==> config.mk <==
export PLATFORM = sky130hd
export DESIGN_NAME = ps2_key_sender
export DESIGN_NICKNAME = d
export VERILOG_FILES = /design/src/rtl/ps2_pkg.sv /design/src/rtl/ps2_frame_tx.sv /design/src/rtl/ps2_key_sender.sv
export SDC_FILE = /design/constraint.sdc
export NUM_CORES = 1
export LEC_CHECK = 0
export ABC_AREA = 0
export ABC_CLOCK_PERIOD_IN_PS = 2700
export BUFFER_PORTS_ARGS = -buffer_cell sky130_fd_sc_hd__buf_2
export CAP_MARGIN = 20
export CELL_PAD_IN_SITES_DETAIL_PLACEMENT = 1
export CELL_PAD_IN_SITES_GLOBAL_PLACEMENT = 2
export CORE_ASPECT_RATIO = 0.8
export CORE_MARGIN = 2
export CORE_UTILIZATION = 39
export CTS_CLUSTER_DIAMETER = 40
export DETAILED_ROUTE_END_ITERATION = 8
export HOLD_SLACK_MARGIN = 0.12
export MAX_ROUTING_LAYER = met4
export PLACE_DENSITY_LB_ADDON = 0.1
export REMOVE_ABC_BUFFERS = 1
export SYNTH_ARGS = -nofsm -noshare
export SYNTH_HDL_FRONTEND = slang
export SYNTH_SLANG_ARGS = --single-unit
==> constraint.sdc <==
create_clock -name clk -period 2.7 [get_ports clk]
set_input_delay 0.675 -clock clk [delete_from_list [all_inputs] [get_ports clk]]
set_output_delay 0.675 -clock clk [all_outputs]
set_load 0.02 [all_outputs]
==> src/rtl/ps2_pkg.sv <==
// ps2_pkg: shared PS/2 constants, sequencer states and scan-code sequence builder
package ps2_pkg;

    localparam logic [7:0] PS2_BREAK      = 8'hF0;
    localparam logic [7:0] PS2_EXT        = 8'hE0;
    localparam int         PS2_FRAME_BITS = 11;

    typedef enum logic [2:0] {IDLE, LOAD, BIT_HI, BIT_LO, GAP} state_t;

    typedef struct packed {
        logic [4:0][7:0] bytes;
        logic [2:0]      len;
    } seq_t;

    // Make bytes first, then break bytes; a tap is simply both in that order.
    function automatic seq_t build_seq(input logic press, input logic rel, input logic ext,
                                       input logic [7:0] code);
        seq_t s;
        s = '0;
        if (press) begin
            if (ext) begin
                s.bytes[s.len] = PS2_EXT;
                s.len = s.len + 3'd1;
            end
            s.bytes[s.len] = code;
            s.len = s.len + 3'd1;
        end
        if (rel) begin
            if (ext) begin
                s.bytes[s.len] = PS2_EXT;
                s.len = s.len + 3'd1;
            end
            s.bytes[s.len] = PS2_BREAK;
            s.len = s.len + 3'd1;
            s.bytes[s.len] = code;
            s.len = s.len + 3'd1;
        end
        return s;
    endfunction

endpackage

==> src/rtl/ps2_frame_tx.sv <==
// ps2_frame_tx: serializes one byte as an 11-bit PS/2 frame with registered clock/data lines
module ps2_frame_tx
    import ps2_pkg::*;
#(
    parameter int CLK_DIV = 4
) (
    input  logic       clk,
    input  logic       reset_n,
    input  logic       start,
    input  logic [7:0] data,
    output logic       ps2_clk,
    output logic       ps2_data,
    output logic       done
);

    localparam logic [15:0] DIV_LAST = 16'(CLK_DIV - 1);
    localparam logic [3:0]  BIT_LAST = 4'(PS2_FRAME_BITS - 1);

    state_t      state_q, state_d;
    logic [15:0] div_q, div_d;
    logic [3:0]  bit_q, bit_d;
    logic [9:0]  sh_q, sh_d;
    logic        clk_q, clk_d;
    logic        dat_q, dat_d;
    logic        done_q, done_d;

    // Phase sequencing: data changes when the clock rises, so it is stable a full half-period before the fall.
    always_comb begin
        state_d = state_q;
        div_d   = div_q;
        bit_d   = bit_q;
        sh_d    = sh_q;
        clk_d   = clk_q;
        dat_d   = dat_q;
        done_d  = state_q == BIT_LO && bit_q == BIT_LAST && div_q == 16'd1;
        case (state_q)
            BIT_HI: begin
                if (div_q == 16'd0) begin
                    state_d = BIT_LO;
                    div_d   = DIV_LAST;
                    clk_d   = 1'b0;
                end else begin
                    div_d = div_q - 16'd1;
                end
            end
            BIT_LO: begin
                if (div_q == 16'd0) begin
                    div_d = DIV_LAST;
                    clk_d = 1'b1;
                    if (bit_q == BIT_LAST) begin
                        state_d = IDLE;
                        dat_d   = 1'b1;
                    end else begin
                        state_d = BIT_HI;
                        bit_d   = bit_q + 4'd1;
                        dat_d   = sh_q[0];
                        sh_d    = {1'b1, sh_q[9:1]};
                    end
                end else begin
                    div_d = div_q - 16'd1;
                end
            end
            default: begin
                if (start) begin
                    state_d = BIT_HI;
                    div_d   = DIV_LAST;
                    bit_d   = 4'd0;
                    sh_d    = {1'b1, ~^data, data};
                    clk_d   = 1'b1;
                    dat_d   = 1'b0;
                end
            end
        endcase
    end

    // Serializer state; lines reset high so an abandoned frame leaves the bus idle at once.
    always_ff @(posedge clk or negedge reset_n) begin
        if (!reset_n) begin
            state_q <= IDLE;
            div_q   <= '0;
            bit_q   <= '0;
            sh_q    <= '0;
            clk_q   <= 1'b1;
            dat_q   <= 1'b1;
            done_q  <= 1'b0;
        end else begin
            state_q <= state_d;
            div_q   <= div_d;
            bit_q   <= bit_d;
            sh_q    <= sh_d;
            clk_q   <= clk_d;
            dat_q   <= dat_d;
            done_q  <= done_d;
        end
    end

    assign ps2_clk  = clk_q;
    assign ps2_data = dat_q;
    assign done     = done_q;

endmodule

==> src/rtl/ps2_key_sender.sv <==
// ps2_key_sender: turns key press/release/tap requests into PS/2 scan-code frames
module ps2_key_sender
    import ps2_pkg::*;
#(
    parameter int CLK_DIV    = 4,
    parameter int GAP_CYCLES = 8
) (
    input  logic       clk,
    input  logic       reset_n,
    input  logic [7:0] key_code,
    input  logic       key_ext,
    input  logic       key_press,
    input  logic       key_release,
    output logic       ready,
    output logic       ps2_clk,
    output logic       ps2_data,
    output logic       byte_done,
    output logic       busy
);

    localparam logic [15:0] GAP_LAST = 16'(GAP_CYCLES - 1);

    state_t      state_q, state_d;
    seq_t        seq_q, seq_d;
    logic [2:0]  idx_q, idx_d;
    logic [15:0] gap_q, gap_d;
    logic        tx_start;
    logic        tx_done;
    logic [7:0]  tx_data;

    assign tx_start = state_q == LOAD;
    assign tx_data  = seq_q.bytes[idx_q];
    assign ready    = state_q == IDLE;
    assign busy     = ~ready;

    // Byte sequencer; BIT_HI here means a frame is in flight, the serializer owns the HI/LO phases.
    always_comb begin
        state_d = state_q;
        seq_d   = seq_q;
        idx_d   = idx_q;
        gap_d   = gap_q;
        case (state_q)
            IDLE: begin
                if (key_press | key_release) begin
                    seq_d   = build_seq(key_press, key_release, key_ext, key_code);
                    idx_d   = 3'd0;
                    state_d = LOAD;
                end
            end
            LOAD: begin
                idx_d   = idx_q + 3'd1;
                state_d = BIT_HI;
            end
            BIT_HI: begin
                if (tx_done) begin
                    state_d = GAP;
                    gap_d   = GAP_LAST;
                end
            end
            GAP: begin
                if (gap_q == 16'd0) state_d = idx_q == seq_q.len ? IDLE : LOAD;
                else gap_d = gap_q - 16'd1;
            end
            default: state_d = IDLE;
        endcase
    end

    // Sequencer registers; reset discards any pending bytes.
    always_ff @(posedge clk or negedge reset_n) begin
        if (!reset_n) begin
            state_q <= IDLE;
            seq_q   <= '0;
            idx_q   <= '0;
            gap_q   <= '0;
        end else begin
            state_q <= state_d;
            seq_q   <= seq_d;
            idx_q   <= idx_d;
            gap_q   <= gap_d;
        end
    end

    ps2_frame_tx #(.CLK_DIV(CLK_DIV)) u_tx (
        .clk     (clk),
        .reset_n (reset_n),
        .start   (tx_start),
        .data    (tx_data),
        .ps2_clk (ps2_clk),
        .ps2_data(ps2_data),
        .done    (tx_done)
    );

    assign byte_done = tx_done;

endmodule

==> results of run 1 <==
[flip-flops by register name, indices dropped and copies added, names as in the netlist]
register       flops
seq_q             39
gap_q             16
u_tx.div_q        16
u_tx.sh_q         10
u_tx.bit_q         4
idx_q              3
state_q            3
u_tx.state_q       2
u_tx.done          1
u_tx.ps2_clk       1
u_tx.ps2_data      1
[stage by stage]
stage / TNS [ns] / cells
detailed placement: 0 / 740
global route: 0 / 756
global placement: 0 / 740
CTS: 0 / 756
finish: 0 / 756
floorplan: -13.26 / 532
[Yosys cell counts (6+ instances only)]
cell type  count  area (µm²)
a21oi_1       23         115
a22o_1        16         140
a31oi_1        6        37.5
clkbuf_1      23        86.3
dfrtp_1       94        2350
ha_1          13         163
inv_1         15        56.3
mux2i_1       14         140
nand2_1       85         319
nand2b_1       6        37.5
nand3_1       19        95.1
nor2_1        55         206
nor3_1         9        45.0
nor4_1         6        37.5
o21ai_0       67         335
or3_1          7        43.8
xnor2_1       10        87.6
xor2_1         7        61.3
[final timing paths]
path	startpoint	endpoint	slack, ns
worst max register to register	idx_q[0]$_DFFE_PN0P_	u_tx.sh_q[8]$_DFFE_PN0P_	0.19
worst min-delay path	reset_n	seq_q[22]$_DFFE_PN0P_	0.23
min in group clk	u_tx.sh_q[1]$_DFFE_PN0P_	u_tx.sh_q[1]$_DFFE_PN0P_	0.48
max in group asynchronous	reset_n	u_tx.ps2_clk$_DFFE_PN1P_	1.89
worst min register to register	u_tx.sh_q[1]$_DFFE_PN0P_	u_tx.sh_q[1]$_DFFE_PN0P_	0.48
worst max-delay path	idx_q[0]$_DFFE_PN0P_	u_tx.sh_q[8]$_DFFE_PN0P_	0.19
[placed cells by master (no fill, tap or decap), types with 9 or more instances in the layout]
| cell | instances |
|---|---|
| buf_4 | 16 |
| a22o_1 | 16 |
| dfrtp_1 | 94 |
| ha_1 | 13 |
| a21oi_1 | 23 |
| buf_2 | 16 |
| nand2_1 | 85 |
| nor3_1 | 9 |
| o21ai_0 | 66 |
| clkbuf_16 | 9 |
| xnor2_1 | 10 |
| nor2_1 | 55 |
| inv_1 | 15 |
| mux2i_1 | 14 |
| nand3_1 | 19 |
[cell families (layout without fill, tap and decap cells)]
group                    Yosys count  after routing  share of synthesized area, %
AO/OA/AOI/OAI                    155            155                          19.1
XOR/XNOR                          18             18                          3.36
adder cells (fa/ha/maj)           13             13                          3.19
buffers and inverters             47             64                          3.88
flip-flops                        96             96                          47.2
multiplexers                      15             15                          2.97
AND/OR/NAND/NOR                  220            220                          20.3
[where the power goes]
part,leakage (µW),total [µW],switching [µW],internal [µW]
logic,0.00120,2180,1230,949
registers,0.00125,2240,376,1870
clock network,0.000127,1220,566,651
total,0.00258,5640,2180,3470
[per-layer routing]
layer	routed length, µm	part of all wire (%)	vias up	global-route usage (%)
li1	-	-	2010	-
met2	5870	45	29	30.3
met5	0	0	-	-
met3	268	2.1	11	4.20
met4	137	1.0	0	5.28
met1	6780	52	2113	29.4
[area by class of cell]
type	instances	area, µm²
Timing Repair Buffer	33	220
Sequential cell	96	2400
Clock buffer	10	239
Clock inverter	6	43.8
Multi-Input combinational cell	421	2500
Fill cell	1500	7140
Inverter	15	56.3
Tap cell	175	219
==> flow_summary.ini, run 1 <==
[cts]
clock_sinks = 96
cts_inserted_buffers = 9
worstSkewPairLatency_ns = 0.35
htree_num_levels = 3
cts_hold_buffers = 0
path_clk_slew_ns = 0.07
clockBufferDepth = 2
postCtsSetupRepairBufs = 0
cts_root_buf = clkbuf_16
cts_resized = 0
cts_tree = done

[timing]
max_slew_margin_pct = 55.5
rsz0062_at_grt = no
worst_slew_pin_slew_ns = 0.667
hold_viol = 0
drv_slew = 0
setup_viol = 0
whs_ns = 0.227
finClkSkew_ns = 0.00789
fin_ws_ns = 0.190
finalCritPeriodShare_pct = 93.0
max_freq_mhz = 398
layout_min_cycle_time_ns = 2.51

[global_routing]
antenna_found_initial = 0
grt_pass1_vias = 4271
grt_pass1_wl_mm = 22.3
grt_overflow_total = 0
grt_max_degree = 37
grt_usage_pct = 20.6

[setup_path]
worst_r2r_path_depth = 8
worstSetupPathType = register to register
critPathTopFamily = XOR/XNOR gates
cp.required_ns = 2.93
cp.depth = 8
cp_slowest_cell = dfrtp_1
crit_top_cell = xnor2_1
critPathBufInv = 1
cpPeakStageDelay_ns = 0.39
arrival_ns = 2.74
start_kind = register
end_kind = register
cp_max_fo = 9
crit_chain = buf_4, mux2i_1, o2bb2ai_1, o21ai_0, xnor2_1, xnor2_1, xnor3_1, a221o_1

[power]
power_density_nw_per_um2 = 993
power_leakage_uw = 0.00258
finalPower_uw = 5640
vdd_ir_drop_max_uv = 437

[synthesis]
synth-seq-area-share_pct = 47.2
ys_warn_count = 0
ys_seq_elements = 96
synthArstFlopShare_pct = 100
synth_cell_type_count = 57
synthCells = 564
synth_edf_count = 0
netlist_area_um2 = 5100
syn_avg_cell_area_um2 = 9.04
ys.flop_type = dfrtp_1

[drt]
vias = 4163
drc = 0
wl_mm = 13.1
ant_nets = 0
firstDrtPassIters = 4
vias_per_cell = 5.51
routedWlPerCell_um = 17.3
drtIter0Drc = 201

[min_path]
hold_class = input pin to async pin

[finish]
finish.instance_area_um2 = 5680
final_util_pct = 44.3
num_antenna_cells = 0
fin_nets = 602
drive_gt1_share_pct = 11.2
synthToLayoutAreaGrowth_pct = 11.5

[place]
placed_cell_area_um2 = 5400
numPortBuffers = 17
dpl.hpwl_mm = 9.38
routabilityCongestion = 0.804
dp_slack_ns = 0.225

[job]
drv_cap = 0

[die]
dieArea_um2 = 14000
initial_core_util_pct = 39.8
fp.dieH_um = 106
ioPinCount = 18
die_w_um = 132
fp-row-count = 37
core_area_um2 = 12800

[outcome]
run_status = finished clean
Note: power is estimated with default switching activity, not from simulation.
==> run 2, diff against run 1 <==
--- a/config.mk
+++ b/config.mk
@@ -6,7 +6,7 @@
 export NUM_CORES = 1
 export LEC_CHECK = 0
 export ABC_AREA = 0
-export ABC_CLOCK_PERIOD_IN_PS = 2700
+export ABC_CLOCK_PERIOD_IN_PS = 2580
 export BUFFER_PORTS_ARGS = -buffer_cell sky130_fd_sc_hd__buf_2
 export CAP_MARGIN = 20
 export CELL_PAD_IN_SITES_DETAIL_PLACEMENT = 1
==> constraint.sdc (replaced) <==
create_clock -name clk -period 2.58 [get_ports clk]
set_input_delay 0.645 -clock clk [delete_from_list [all_inputs] [get_ports clk]]
set_output_delay 0.645 -clock clk [all_outputs]
set_load 0.02 [all_outputs]
==> flow_summary.ini, run 2 (synthesis gave the netlist of run 1 again) <==
[outcome]
run_status = finished clean

[timing]
worst_slew_pin_slew_ns = 0.597
hold_viol = 0
layout_min_cycle_time_ns = 2.40
max_freq_mhz = 416
whs_ns = 0.293
finalCritPeriodShare_pct = 93.2
setup_viol = 0
finClkSkew_ns = 0.00549
max_slew_margin_pct = 59.8
fin_ws_ns = 0.176
rsz0062_at_grt = no
drv_slew = 0

[drt]
vias_per_cell = 5.46
wl_mm = 13.2
routedWlPerCell_um = 17.3
drtIter0Drc = 216
ant_nets = 0
vias = 4168
firstDrtPassIters = 4
drc = 0

[finish]
largest_registers = seq_q x39, gap_q x16, u_tx.div_q x16
fin_nets = 609
layout_commonest_cell = dfrtp_1
num_antenna_cells = 0
drive_gt1_share_pct = 12.6
largest-register = seq_q
largest_reg_flops = 39
mostFrequentLayoutCells = 94 x dfrtp_1, 85 x nand2_1, 64 x o21ai_0, 55 x nor2_1
synthToLayoutAreaGrowth_pct = 13.3

[setup_path]
arrival_ns = 2.68
crit_start = u_tx.div_q[9]$_DFFE_PN0P_
worstReg2RegStart = u_tx.div_q[9]$_DFFE_PN0P_
cp_max_fo = 26
worst_r2r_path_depth = 7
end_kind = register
r2r_end = u_tx.bit_q[3]$_DFFE_PN0P_
critical_path.endpoint = u_tx.bit_q[3]$_DFFE_PN0P_
cp.required_ns = 2.86
rrSetupSlack_ns = 0.18
start_kind = register
worstSetupPathType = register to register

[cts]
clock_sinks = 96
cts_inserted_buffers = 9
path_clk_slew_ns = 0.07
cts_hold_buffers = 0
htree_num_levels = 3
cts_root_buf = clkbuf_16
cts_tree = done
worstSkewPairLatency_ns = 0.35
clockBufferDepth = 2

[power]
power_density_nw_per_um2 = 1060
power_leakage_uw = 0.00262
vdd_ir_drop_max_uv = 467

[die]
core_area_um2 = 12800
ioPinCount = 18
initial_core_util_pct = 39.8
die_w_um = 132
dieArea_um2 = 14000
fp.dieH_um = 106
fp-row-count = 37

[global_routing]
grt_pass1_wl_mm = 22.8
grt_pass1_vias = 4377
grt_usage_pct = 21.2
antenna_found_initial = 0
grt_overflow_total = 0
grt_max_degree = 43

[place]
dpl.hpwl_mm = 9.32
routabilityCongestion = 0.801
dp_slack_ns = 0.0486
numPortBuffers = 17

[job]
drv_cap = 0

[min_path]
hold_class = input pin to async pin
-- run 2: timing repair --
| action | in CTS | in global routing |
|---|---|---|
| endpoints found under the setup margin | 0 | 7 |
| buffers inserted | 0 | 0 |
| resized for setup | 0 | 5 |
-- run 2: stage by stage --
| step | std cells | setup TNS, ns | total power (µW) | util [%] | instance area, µm² |
|---|---|---|---|---|---|
| after detailed placement | 747 | 0 | 4760 | 42.5 | 5450 |
| after global placement | 747 | 0 | 4690 | 42.5 | 5450 |
| final | 763 | 0 | 6140 | 45.0 | 5770 |
| after global routing | 763 | 0 | 6630 | 45.0 | 5770 |
| after CTS | 763 | 0 | 6200 | 44.9 | 5760 |
| after floorplan | 532 | -16.32 | 3900 | - | 4960 |
-- run 2: critical path: stages, from the launching register on --
cell     delay, ns
dfrtp_1       0.41
or3_4         0.41
or4_4         0.46
nor3_4        0.16
a21o_4        0.24
nand2_8       0.13
or3_1         0.36
a21oi_1       0.15
-- run 2: power breakdown --
| part | switching [µW] | internal (µW) |
|---|---|---|
| Combinational | 1380 | 1070 |
| Clock | 603 | 781 |
| Sequential | 356 | 1950 |
-- run 2: cell type report --
cell class	instances	area [µm²]
sequential	96	2400
clock inverter	6	67.6
inverter	15	56.3
multi-input combinational	421	2510
fill	1504	7050
clock buffer	10	239
tap	175	219
timing repair buffer	40	273
-- run 2: worst min-delay path by stage --
stage	end	slack (ns)
floorplan	gap_q[0]$_DFFE_PN0P_	0.35
global placement	u_tx.sh_q[9]$_DFFE_PN0P_	0.45
detailed placement	seq_q[3]$_DFFE_PN0P_	0.47
CTS	seq_q[14]$_DFFE_PN0P_	0.31
global route	seq_q[6]$_DFFE_PN0P_	0.33
finish	seq_q[14]$_DFFE_PN0P_	0.29
-- run 2: per-layer routing --
metal / wire length (µm) / GRT usage, % / share of wire, %
met4: 137 / 5.12 / 1.0
met3: 328 / 4.34 / 2.5
met5: 0 / - / 0
met1: 7070 / 30.1 / 54
met2: 5630 / 31.4 / 43
